**src/rtl/dino_sfx_player.sv**
```systemverilog
// Plays a clip of 16-bit samples from a synchronous ROM, one sample per sample_tick, with 0..3 bit attenuation.
// Latency: sample_valid rises on the third edge counting the one that samples the tick; output holds until ready.
module dino_sfx_player #(
    parameter int DEPTH      = 5000,
    parameter int ADDR_WIDTH = $clog2(DEPTH)
) (
    input  logic                  clk,
    input  logic                  reset_n,
    input  logic                  trigger,
    input  logic                  sample_tick,
    input  logic [1:0]            atten,
    output logic [ADDR_WIDTH-1:0] rom_address,
    input  logic [15:0]           rom_data,
    output logic [15:0]           sample_out,
    output logic                  sample_valid,
    input  logic                  sample_ready,
    output logic                  busy,
    output logic [7:0]            underrun_count
);

    localparam logic [2:0] IDLE      = 3'd0;
    localparam logic [2:0] WAIT_TICK = 3'd1;
    localparam logic [2:0] READ      = 3'd2;
    localparam logic [2:0] LATCH     = 3'd3;
    localparam logic [2:0] OUTPUT    = 3'd4;

    localparam logic [ADDR_WIDTH-1:0] LAST_ADDR = ADDR_WIDTH'(DEPTH - 1);

    logic [2:0]            state_q, state_d;
    logic [ADDR_WIDTH-1:0] addr_q, addr_d;
    logic [15:0]           sample_out_q, sample_out_d;
    logic                  sample_valid_q, sample_valid_d;
    logic                  restart_pending_q, restart_pending_d;
    logic [7:0]            underrun_q, underrun_d;

    logic signed [15:0]    rom_s;
    logic signed [15:0]    rom_shifted;
    logic                  xfer;
    logic                  missed_tick;

    assign rom_s       = $signed(rom_data);
    assign rom_shifted = rom_s >>> atten;
    assign xfer        = sample_valid_q & sample_ready;
    assign missed_tick = sample_tick &
                         ((state_q == READ) || (state_q == LATCH) || (state_q == OUTPUT));

    always_comb begin
        state_d           = state_q;
        addr_d            = addr_q;
        sample_out_d      = sample_out_q;
        sample_valid_d    = sample_valid_q;
        restart_pending_d = restart_pending_q;
        underrun_d        = underrun_q;

        if (missed_tick && (underrun_q != 8'hFF)) begin
            underrun_d = underrun_q + 8'd1;
        end

        case (state_q)
            IDLE: begin
                // A tick arriving with the trigger is simply dropped.
                if (trigger) begin
                    addr_d     = '0;
                    underrun_d = 8'd0;
                    state_d    = WAIT_TICK;
                end
            end
            WAIT_TICK: begin
                if (trigger) begin
                    addr_d     = '0;
                    underrun_d = 8'd0;
                end else if (sample_tick) begin
                    state_d = READ;
                end
            end
            READ, LATCH: begin
                if (trigger) begin
                    addr_d     = '0;
                    underrun_d = 8'd0;
                    state_d    = WAIT_TICK;
                end else if (state_q == READ) begin
                    state_d = LATCH;
                end else begin
                    sample_out_d   = rom_shifted;
                    sample_valid_d = 1'b1;
                    state_d        = OUTPUT;
                end
            end
            OUTPUT: begin
                // The presented sample is never withdrawn; a restart waits for the handshake.
                if (trigger) begin
                    restart_pending_d = 1'b1;
                    underrun_d        = 8'd0;
                end
                if (xfer) begin
                    sample_valid_d = 1'b0;
                    if (restart_pending_q || trigger) begin
                        addr_d            = '0;
                        restart_pending_d = 1'b0;
                        underrun_d        = 8'd0;
                        state_d           = WAIT_TICK;
                    end else if (addr_q == LAST_ADDR) begin
                        addr_d  = '0;
                        state_d = IDLE;
                    end else begin
                        addr_d  = addr_q + 1'b1;
                        state_d = WAIT_TICK;
                    end
                end
            end
            default: begin
                state_d           = IDLE;
                addr_d            = '0;
                sample_valid_d    = 1'b0;
                restart_pending_d = 1'b0;
            end
        endcase
    end

    always_ff @(posedge clk or negedge reset_n) begin
        if (!reset_n) begin
            state_q           <= IDLE;
            addr_q            <= '0;
            sample_out_q      <= 16'd0;
            sample_valid_q    <= 1'b0;
            restart_pending_q <= 1'b0;
            underrun_q        <= 8'd0;
        end else begin
            state_q           <= state_d;
            addr_q            <= addr_d;
            sample_out_q      <= sample_out_d;
            sample_valid_q    <= sample_valid_d;
            restart_pending_q <= restart_pending_d;
            underrun_q        <= underrun_d;
        end
    end

    assign rom_address    = addr_q;
    assign sample_out     = sample_out_q;
    assign sample_valid   = sample_valid_q;
    assign busy           = (state_q != IDLE);
    assign underrun_count = underrun_q;

endmodule
```
**config.mk**
```make
export PLATFORM = sky130hd
export DESIGN_NAME = dino_sfx_player
export DESIGN_NICKNAME = d
export VERILOG_FILES = /design/src/rtl/dino_sfx_player.sv
export SDC_FILE = /design/constraint.sdc
export NUM_CORES = 1
export LEC_CHECK = 0
export BUFFER_PORTS_ARGS = -buffer_cell sky130_fd_sc_hd__buf_2
export CAP_MARGIN = 10
export CELL_PAD_IN_SITES_DETAIL_PLACEMENT = 0
export CELL_PAD_IN_SITES_GLOBAL_PLACEMENT = 1
export CORE_MARGIN = 5
export CORE_UTILIZATION = 26
export CTS_BUF_LIST = sky130_fd_sc_hd__clkbuf_16
export DETAILED_ROUTE_END_ITERATION = 6
export PLACE_DENSITY_LB_ADDON = 0.1
export SYNTH_ARGS = -nofsm -noshare
export SYNTH_HDL_FRONTEND = slang
export SYNTH_SLANG_ARGS = --single-unit
```
**constraint.sdc**
```tcl
create_clock -name clk -period 3.8 [get_ports clk]
set_input_delay 0 -clock clk [delete_from_list [all_inputs] [get_ports clk]]
set_output_delay 0 -clock clk [all_outputs]
set_load 0.03 [all_outputs]
```
Yosys cells after proc, flatten, opt, wreduce, memory -nomap -nowiden
Index checks and enable logic that the tools add are counted.
{"block": "totals", "regBits": 42, "in_bits": 23, "wordCells": 67}
{"block": "classes", "add_sub_neg": 2, "eq_ne": 13, "shift": 1, "mux": 27, "bitwise_logic": 5, "n_reduce_logical": 13}
{"cell": "two-way mux 13 bit", "n": 4}
{"cell": "two-way mux 8 bit", "n": 4}
{"cell": "one-hot mux 13 bit (2 select lines)", "n": 1}
{"cell": "two-way mux 3 bit", "n": 6}
{"cell": "one-hot mux 8 bit (2 select lines)", "n": 1}
{"cell": ">>> shifter 16 x 2 -> 16 bit", "n": 1}
{"cell": "adder 13 x 1 -> 13 bit, second input constant", "n": 1}
{"cell": "== test 13 bit, second input constant", "n": 1}
{"cell": "inequality test 2 bit, second input constant", "n": 6}
{"cell": "one-hot mux 3 bit (4 select lines)", "n": 1}
{"cell": "adder 8 x 1 -> 8 bit, second input constant", "n": 1}
{"cell": "two-way mux 1 bit", "n": 8}
{"cell": "inequality test 8 bit, second input constant", "n": 1}
{"cell": "AND reduction 4 bit", "n": 2}
{"cell": "== test 3 x 2 -> 1 bit, second input constant", "n": 2}
{"cell": "OR reduction 2 bit", "n": 2}
{"cell": "OR reduction 4 bit", "n": 1}
{"cell": "== test 3 x 1 -> 1 bit, second input constant", "n": 1}
{"cell": "== test 3 bit, second input constant", "n": 1}
{"cell": "zero test 3 bit", "n": 1}
{"cell": "logical OR 1 bit", "n": 3}
{"cell": "NOT 1 bit", "n": 3}
{"cell": "one-hot mux 1 bit (3 select lines)", "n": 1}
{"cell": "AND reduction 3 bit", "n": 1}
{"cell": "other kinds (6)", "n": 7}

Logic depth before layout (Yosys ltp)
Gate-level depths: netlist of the first run.
{"block": "logic_depth", "ltp_word": 10, "ltp_mapped": 7, "ltp_nobuf": 5}

Least setup slack after synthesis of the first run
Ideal clock, no wire load.
{"block": "synth_path", "kind": "register to register", "from": "register addr_q[0], in the netlist rom_address[0]", "to": "register addr_q[12], in the netlist rom_address[12]", "setup_ns": 0.138, "arrival_time_ns": 1.605, "required_ns": 3.662, "setup_slack_ns": 2.057, "path_stages_with_launch": 7, "period_less_slack_ns": 1.743, "path_cell_list": "dfrtp_1 -> ha_1 -> and3b_1 -> nand4_1 -> clkbuf_1 -> a32oi_1 -> o41ai_2"}
{"block": "synth_between", "elab_chain_cells": 5, "elab_cells_between_ends": 6, "cone_classes": "add/sub (1); eq/ne (1); mux (4)"}
{"item": "from (decl)", "line": "30", "text": "logic [ADDR_WIDTH-1:0] addr_q, addr_d;"}
{"item": "from (signal assigned)", "line": "130", "text": "addr_q <= addr_d;"}
{"item": "adder 13 x 1 -> 13 bit or == test 13 bit (tied branches)", "line": "106, 102"}
{"item": "two-way mux 13 bit *", "line": "102", "text": "end else if (addr_q == LAST_ADDR) begin"}
{"item": "two-way mux 13 bit *", "line": "97", "text": "if (restart_pending_q || trigger) begin"}
{"item": "two-way mux 13 bit *", "line": "95", "text": "if (xfer) begin"}
{"item": "one-hot mux 13 bit (2 select lines) *", "line": "59", "text": "case (state_q)"}
Mark *: on every way between the ends. The rest lies on a longest branch, timed or not. The select of a mux whose other input is x is not followed.
A chain may end at the register's enable or synchronous reset.

Worst setup path after layout of the first run
{"block": "layout_path", "from": "register state_q[2]", "to": "register addr_q[12], in the netlist rom_address[12]"}
{"block": "layout_between", "elab_chain_cells": 4, "elab_cells_between_ends": 10, "cone_classes": "eq/ne (6); mux (1); reduce/logical (3)"}
{"item": "from (decl)", "line": "29", "text": "logic [2:0] state_q, state_d;"}
{"item": "from (signal assigned)", "line": "129", "text": "state_q <= state_d;"}
{"item": "== test 3 x 2 -> 1 bit (tied with other cells)", "line": "59"}
{"item": "OR reduction 4 bit (no source line)"}
{"item": "inequality test 2 x 1 -> 1 bit (no source line)"}
{"item": "AND reduction 2 bit (no source line)"}
Parallel ways exist; a longest one is shown, timed or not.

==> metrics.log, run 1 <==
[metrics] outcome: completed
[metrics] proportion of synthesized flip-flops having asynchronous set or reset: 100%
[metrics] LEAKAGE: 1.40 nW
[metrics] number of buffers added for setup after CTS: 0
[metrics] most used cells in the layout excluding fill and tap cells: sky130_fd_sc_hd__buf_2 (61), sky130_fd_sc_hd__dfrtp_1 (42), sky130_fd_sc_hd__nand2_1 (23)
[metrics] number of port buffers: 61
[metrics] nature of the critical path startpoint: flip-flop
[metrics] WS Path Type: flip-flop to flip-flop
[metrics] sum of net half-perimeters after detailed placement: 4.65 mm
[metrics] main combinational cell family by area after synthesis: simple AND/OR/NAND/NOR gates
[metrics] Avg WL per Cell: between 15 and 20 µm
[metrics] post-synthesis compound-gate area fraction: 17.6%
[metrics] die boundary height: approximately 110 µm
[metrics] power density normalized to cell area: around 570 nW/µm²
[metrics] pin count of the biggest net entering global routing: 43
[metrics] worst slew pin tran: 0.994 ns
[metrics] count of placed standard cells including taps: 419
[metrics] final net count: 324
[metrics] cell count after synthesis: 244
[metrics] sequence of cells on the critical path: nor3b_4 > nor3b_2 > nand3_2 > o41ai_2
[metrics] # rows: 35
[metrics] core region area: 9280 µm²
[metrics] final worst path period need: 2.38 ns
[metrics] FF+latch area: 1050 µm²
[metrics] portion of the post-synthesis area used by sequential elements: a little over two fifths
[metrics] 1st-iter DRT viols: 71
[metrics] Post-Place Worst Slack: 1.37 ns
[metrics] Placer Congestion: 0.750
[metrics] fraction of the mapped netlist area in adder cells: 1.01%
[metrics] antenna violations before repair: 0
[metrics] diode count: 0
[metrics] number of hold violations in the final report: 0
[metrics] maximum level of the CTS H-tree: 2
[metrics] Sinks on Clock Net: 42
[metrics] clk root buf: sky130_fd_sc_hd__clkbuf_16
[metrics] Final TNS setup: 0 ns
[metrics] cell area after placement: 2870 µm²
[metrics] total area of multi-input combinational cells: 1320 µm²
[metrics] antenna violation net count after detailed routing: 0
[metrics] post-route design area: slightly above 3000 µm²
[metrics] Cell variety after synth: 54
[metrics] net count after synthesis: between 200 and 300
[metrics] setup-violating endpoint count in the final report: 0
[metrics] number of inserted filler cells in the final layout: 1023
[metrics] total I/O pin count: 62
[metrics] critical path peak fanout: 14
[metrics] global-route congestion overflow total: 0
[metrics] Initial DRT Pass Iterations: 4
[metrics] vias in the first global route: 2086
[metrics] count of maximum capacitance violations: 0
[metrics] Longest Clk Path Bufs: 2
[metrics] Peak VDD IR: 0.000230 V
[metrics] simple-gate share of the synthesized area: 19.1%
[metrics] sum of internal, switching and leakage power: 1.77 mW
[metrics] Arrival @ worst endpoint: 2.57 ns
[metrics] area share of xor/xnor cells in the synthesized design: 0.352%
[metrics] Final Instance Count excl. Fillers: 429
[metrics] Slowest-stage cell, CP: sky130_fd_sc_hd__nor3b_2
[metrics] global-route usage over all layers: approximately an eighth
[metrics] wirelength, routed: 6.44 mm
[metrics] remaining routing DRC violations: 0
[metrics] biggest cell delay along the critical path: roughly 0.66 ns
[metrics] detailed-route via count: 2086
[metrics] first-pass GRT wire length: 10.9 mm
[metrics] number of flops mapped to enable cells by yosys: 0
[metrics] worst slew margin relative to its limit: 33.8%
[metrics] CTS tree: done
[metrics] clock latency on the worst-skew pair: 0.29 ns
[metrics] mapped cell area: 2490 µm²
[metrics] flip-flop cell with the highest count after synthesis: sky130_fd_sc_hd__dfrtp_1
[metrics] number of buffers inserted during clock tree synthesis: 5
[metrics] highest clock frequency the design can meet: between 0.4 and 0.5 GHz
[metrics] number of storage elements in the synthesis netlist: 42
[metrics] synthesis-to-finish area growth: 23.9%
[metrics] Max Clock Skew: 0.00797 ns
[metrics] path category of the worst min-delay check: primary input to flip-flop
[metrics] syn_area_per_cell: 10.2 µm²
[metrics] die span in x: 108 µm
[metrics] total of warnings raised by yosys: 0
[metrics] share of cell area taken by muxes after synthesis: between 10% and 20%
[metrics] required time of the critical path: 3.98 ns
[metrics] unrepaired setup endpoints after global routing: false
[metrics] period utilisation layout: a little over three fifths
[metrics] most common cell after layout, fill and taps aside: sky130_fd_sc_hd__buf_2
[metrics] vias per inst: 4.86
[metrics] Die Area: 11600 µm²
[metrics] max-slew violation count: 0
[metrics] worst-case setup margin in the final layout: 1.42 ns
[metrics] sort of element at the end of the critical path: flip-flop
[metrics] starting density of the core: 26.8%
[metrics] clock slew seen by the registers of the worst setup and hold paths: 0.07 ns
[metrics] fraction of final layout cells with drive strength greater than 1: 32.7%
## stage by stage
step           util (%)  hold slack (ns)
2_1_floorplan         -           -0.296
3_3_place_gp       30.9            0.236
3_5_place_dp       30.9            0.248
4_1_cts            33.2           0.0410
5_1_grt            33.2           0.0484
6_report           33.2           0.0490
## power breakdown
part	switching, mW	leakage (nW)	internal [mW]
logic	0.364	0.752	0.199
clock network	0.180	0.0940	0.378
registers	0.0985	0.551	0.551
total	0.642	1.40	1.13
## critical path: cells and delay by family, from the launching register on
kind | cells | cell delay [ns]
flip-flops | 1 | 0.64
AND/OR/NAND/NOR | 3 | 1.33
AO/OA/AOI/OAI | 1 | 0.33
## cell type report
cell class              instances  area share, %
clock buffers                   5           4.06
clock inverters                 3           2.23
inverters                       9           1.10
multi-input cells             178           42.8
flip-flops and latches         42           34.1
well taps                     129           5.23
repair buffers                 63           10.5
## routing by layer
metal / vias up / routed length, µm / GRT usage, %
li1: 1032 / - / -
met1: 1003 / 3100 / 15.8
met2: 46 / 2910 / 18.1
met3: 5 / 356 / 3.36
met4: 0 / 72 / 3.52
met5: - / 0 / 0
## sequential cells by signal, indices dropped and copies added (netlist names)
name / flops
underrun_count: 8
sample_out: 16
state_q: 3
sample_valid: 1
restart_pending_q: 1
rom_address: 13
## synth_stat cells, types with 2 or more instances
| cell | n | area share, % |
|---|---|---|
| sky130_fd_sc_hd__buf_6 | 2 | 0.90 |
| sky130_fd_sc_hd__o211ai_1 | 4 | 1.2 |
| sky130_fd_sc_hd__mux2i_1 | 9 | 3.6 |
| sky130_fd_sc_hd__buf_2 | 8 | 1.6 |
| sky130_fd_sc_hd__clkbuf_1 | 4 | 0.60 |
| sky130_fd_sc_hd__nand3_1 | 11 | 2.2 |
| sky130_fd_sc_hd__dfrtp_1 | 42 | 42 |
| sky130_fd_sc_hd__nand3b_1 | 2 | 0.60 |
| sky130_fd_sc_hd__mux4_2 | 6 | 5.4 |
| sky130_fd_sc_hd__or3_1 | 4 | 1.0 |
| sky130_fd_sc_hd__or4_1 | 4 | 1.2 |
| sky130_fd_sc_hd__a31oi_1 | 3 | 0.75 |
| sky130_fd_sc_hd__o311ai_1 | 3 | 1.1 |
| sky130_fd_sc_hd__inv_1 | 9 | 1.4 |
| sky130_fd_sc_hd__o22ai_1 | 4 | 1.0 |
| sky130_fd_sc_hd__nor2_1 | 8 | 1.2 |
| sky130_fd_sc_hd__mux2_2 | 13 | 5.9 |
| sky130_fd_sc_hd__o21ai_0 | 15 | 3.0 |
| sky130_fd_sc_hd__ha_1 | 2 | 1.0 |
| sky130_fd_sc_hd__a211oi_1 | 2 | 0.60 |
| sky130_fd_sc_hd__and3_1 | 5 | 1.3 |
| sky130_fd_sc_hd__o31ai_1 | 3 | 0.90 |
| sky130_fd_sc_hd__nor2b_1 | 3 | 0.75 |
| sky130_fd_sc_hd__nand2_1 | 23 | 3.5 |
| sky130_fd_sc_hd__a21oi_1 | 13 | 2.6 |
| sky130_fd_sc_hd__and2_1 | 3 | 0.75 |
| sky130_fd_sc_hd__nand3_2 | 2 | 0.80 |
| sky130_fd_sc_hd__o41ai_1 | 2 | 0.70 |
| sky130_fd_sc_hd__nand4_1 | 10 | 2.5 |
## final timing paths
| check | start | end | slack (ns) | cells after the start |
|---|---|---|---|---|
| setup reg to reg | state_q[2] | rom_address[12] | 1.42 | 4 |
| setup / recovery | state_q[2] | rom_address[12] | 1.42 | 4 |
| min in group asynchronous | reset_n | underrun_count[1] | 0.43 | 2 |
| hold / removal | rom_data[14] | sample_out[14] | 0.05 | 3 |
| max in group asynchronous | reset_n | state_q[2] | 2.76 | 2 |
| hold reg to reg | sample_out[9] | sample_out[9] | 0.48 | 2 |
## logic make-up (layout without fill, tap and decap cells)
kind of cell               count (synthesis)  in the layout
AOI/OAI and AO/OA                         64             64
xor gates and xnor gates                   1              1
adders and majority gates                  2              2
buffers and inverters                     24             80
DFF                                       42             42
muxes                                     28             28
and+or+nand+nor                           83             83
## repair_timing
action,in CTS,in global routing
hold endpoints to repair,43,0
hold buffers,2,0
resized for setup,0,0
No activity file was read; power rests on OpenSTA's default activity.
==> inputs of run 2 (changes only) <==
==> constraint.sdc (replaced) <==
create_clock -name clk -period 2.4 [get_ports clk]
set_input_delay 0 -clock clk [delete_from_list [all_inputs] [get_ports clk]]
set_output_delay 0 -clock clk [all_outputs]
set_load 0.03 [all_outputs]
==> metrics.log, run 2 (synthesized netlist as in run 1, its figures left out) <==
[metrics] period utilisation layout: 85.5%
[metrics] WS Path Type: flip-flop to flip-flop
[metrics] vias in the first global route: 2212
[metrics] die span in x: 108 µm
[metrics] outcome: completed
[metrics] Longest Clk Path Bufs: 2
[metrics] global-route congestion overflow total: 0
[metrics] Final Instance Count excl. Fillers: between 400 and 500
[metrics] pin count of the biggest net entering global routing: 43
[metrics] worst slew pin tran: between 0.5 and 0.6 ns
[metrics] sum of net half-perimeters after detailed placement: 4.67 mm
[metrics] number of port buffers: 61
[metrics] post-route design area: between 3000 and 4000 µm²
[metrics] fraction of final layout cells with drive strength greater than 1: approximately a third
[metrics] sort of element at the end of the critical path: flip-flop
[metrics] # rows: 35
[metrics] maximum level of the CTS H-tree: 2
[metrics] Arrival @ worst endpoint: 2.20 ns
[metrics] final worst path period need: 2.05 ns
[metrics] most common cell after layout, fill and taps aside: sky130_fd_sc_hd__buf_2
[metrics] CTS tree: done
[metrics] remaining routing DRC violations: 0
[metrics] worst slew margin relative to its limit: 62.0%
[metrics] Sinks on Clock Net: 42
[metrics] cell area after placement: between 2000 and 3000 µm²
[metrics] Peak VDD IR: 0.000353 V
[metrics] final standard cell utilization of the core: 32.9%
[metrics] path category of the worst min-delay check: primary input to flip-flop
[metrics] start of the worst register-to-register path: rom_address[6]
[metrics] detailed-route via count: 2120
[metrics] number of buffers added for setup after CTS: 0
[metrics] number of hold violations in the final report: 0
[metrics] vias per inst: 4.91
[metrics] nature of the critical path startpoint: flip-flop
[metrics] diode count: 0
[metrics] most used cells in the layout excluding fill and tap cells: sky130_fd_sc_hd__buf_2 (61), sky130_fd_sc_hd__dfrtp_1 (42), sky130_fd_sc_hd__nand2_1 (23)
[metrics] Crit. Startpoint: rom_address[6]
[metrics] core region area: 9280 µm²
[metrics] clock latency on the worst-skew pair: 0.28 ns
[metrics] Placer Congestion: 0.701
[metrics] Post-Place Worst Slack: 0.338 ns
[metrics] 1st-iter DRT viols: 42
[metrics] antenna violation net count after detailed routing: 0
[metrics] Die Area: ~12000 µm²
[metrics] final net count: 328
[metrics] power density normalized to cell area: 835 nW/µm²
[metrics] clock slew seen by the registers of the worst setup and hold paths: 0.06 ns
[metrics] setup-violating endpoint count in the final report: 0
[metrics] number of buffers inserted during clock tree synthesis: 5
[metrics] Final TNS setup: 0 ns
[metrics] required time of the critical path: 2.55 ns
[metrics] count of placed standard cells including taps: 423
[metrics] total I/O pin count: 62
[metrics] worst-case setup margin in the final layout: 0.349 ns
[metrics] max-slew violation count: 0
[metrics] Avg WL per Cell: 15.1 µm
[metrics] count of maximum capacitance violations: 0
[metrics] highest clock frequency the design can meet: between 0.4 and 0.5 GHz
[metrics] wirelength, routed: 6.54 mm
[metrics] LEAKAGE: 1.39 nW
[metrics] clk root buf: sky130_fd_sc_hd__clkbuf_16
[metrics] first-pass GRT wire length: 11.1 mm
[metrics] flip-flop count of the largest register after layout: 16
[metrics] antenna violations before repair: 0
[metrics] critical path peak fanout: 11
[metrics] unrepaired setup endpoints after global routing: false
[metrics] synthesis-to-finish area growth: 22.7%
[metrics] starting density of the core: approximately 27%
[metrics] start point of the worst min-delay path: rom_data[14]
[metrics] Max Clock Skew: 0.00463 ns
[metrics] Initial DRT Pass Iterations: 4
[metrics] global-route usage over all layers: 11.8%
[metrics] die boundary height: 108 µm
[run 2: per-stage QoR]
| step | power (mW) | hold WS (ns) |
|---|---|---|
| detailed placement | 1.95 | 0.134 |
| CTS | 2.60 | 0.0515 |
| global route | 2.72 | 0.0735 |
| global placement | 1.95 | 0.135 |
| finish | 2.55 | 0.0543 |
| floorplan | 1.68 | -0.296 |
[run 2: worst paths after layout]
kind	end	slack, ns	cells after the start
min in group asynchronous	underrun_count[6]	0.34	3
max	rom_address[3]	0.35	4
max reg2reg	rom_address[3]	0.35	4
min	sample_out[14]	0.05	3
min reg2reg	sample_out[14]	0.47	2
max in group asynchronous	sample_out[8]	1.67	3
[run 2: worst max-delay path, cell delays in order, from the launching register on]
cell and delay [ns]:
sky130_fd_sc_hd__dfrtp_1 0.50, sky130_fd_sc_hd__nor4b_1 0.34, sky130_fd_sc_hd__nand4_1 0.53, sky130_fd_sc_hd__nand3_2 0.41, sky130_fd_sc_hd__o311ai_1 0.14
[run 2: layout make-up]
cell class                      count  area [µm²]
Clock buffer                        5         125
Multi-Input combinational cell    178        1320
Clock inverter                      2        7.51
Tap cell                          129         161
Fill cell                         993        6230
Inverter                            9        33.8
Timing Repair Buffer               67         355
Sequential cell                    42        1050
[run 2: layer usage]
metal	track usage [%]	part of all wire [%]
met2	18.7	47
met4	3.25	0.72
met3	3.54	5.9
met5	0	0
met1	15.6	47
[run 2: timing repair]
action	in CTS	in global routing
endpoints found under the hold margin	43	0
hold buffers	2	0
resized for setup	0	0
[run 2: where the power goes]
group / internal (mW) / total [mW] / switching, mW
logic: 0.320 / 0.894 / 0.575
clock network: 0.372 / 0.634 / 0.262
registers: 0.872 / 1.02 / 0.150
total: 1.56 / 2.55 / 0.987
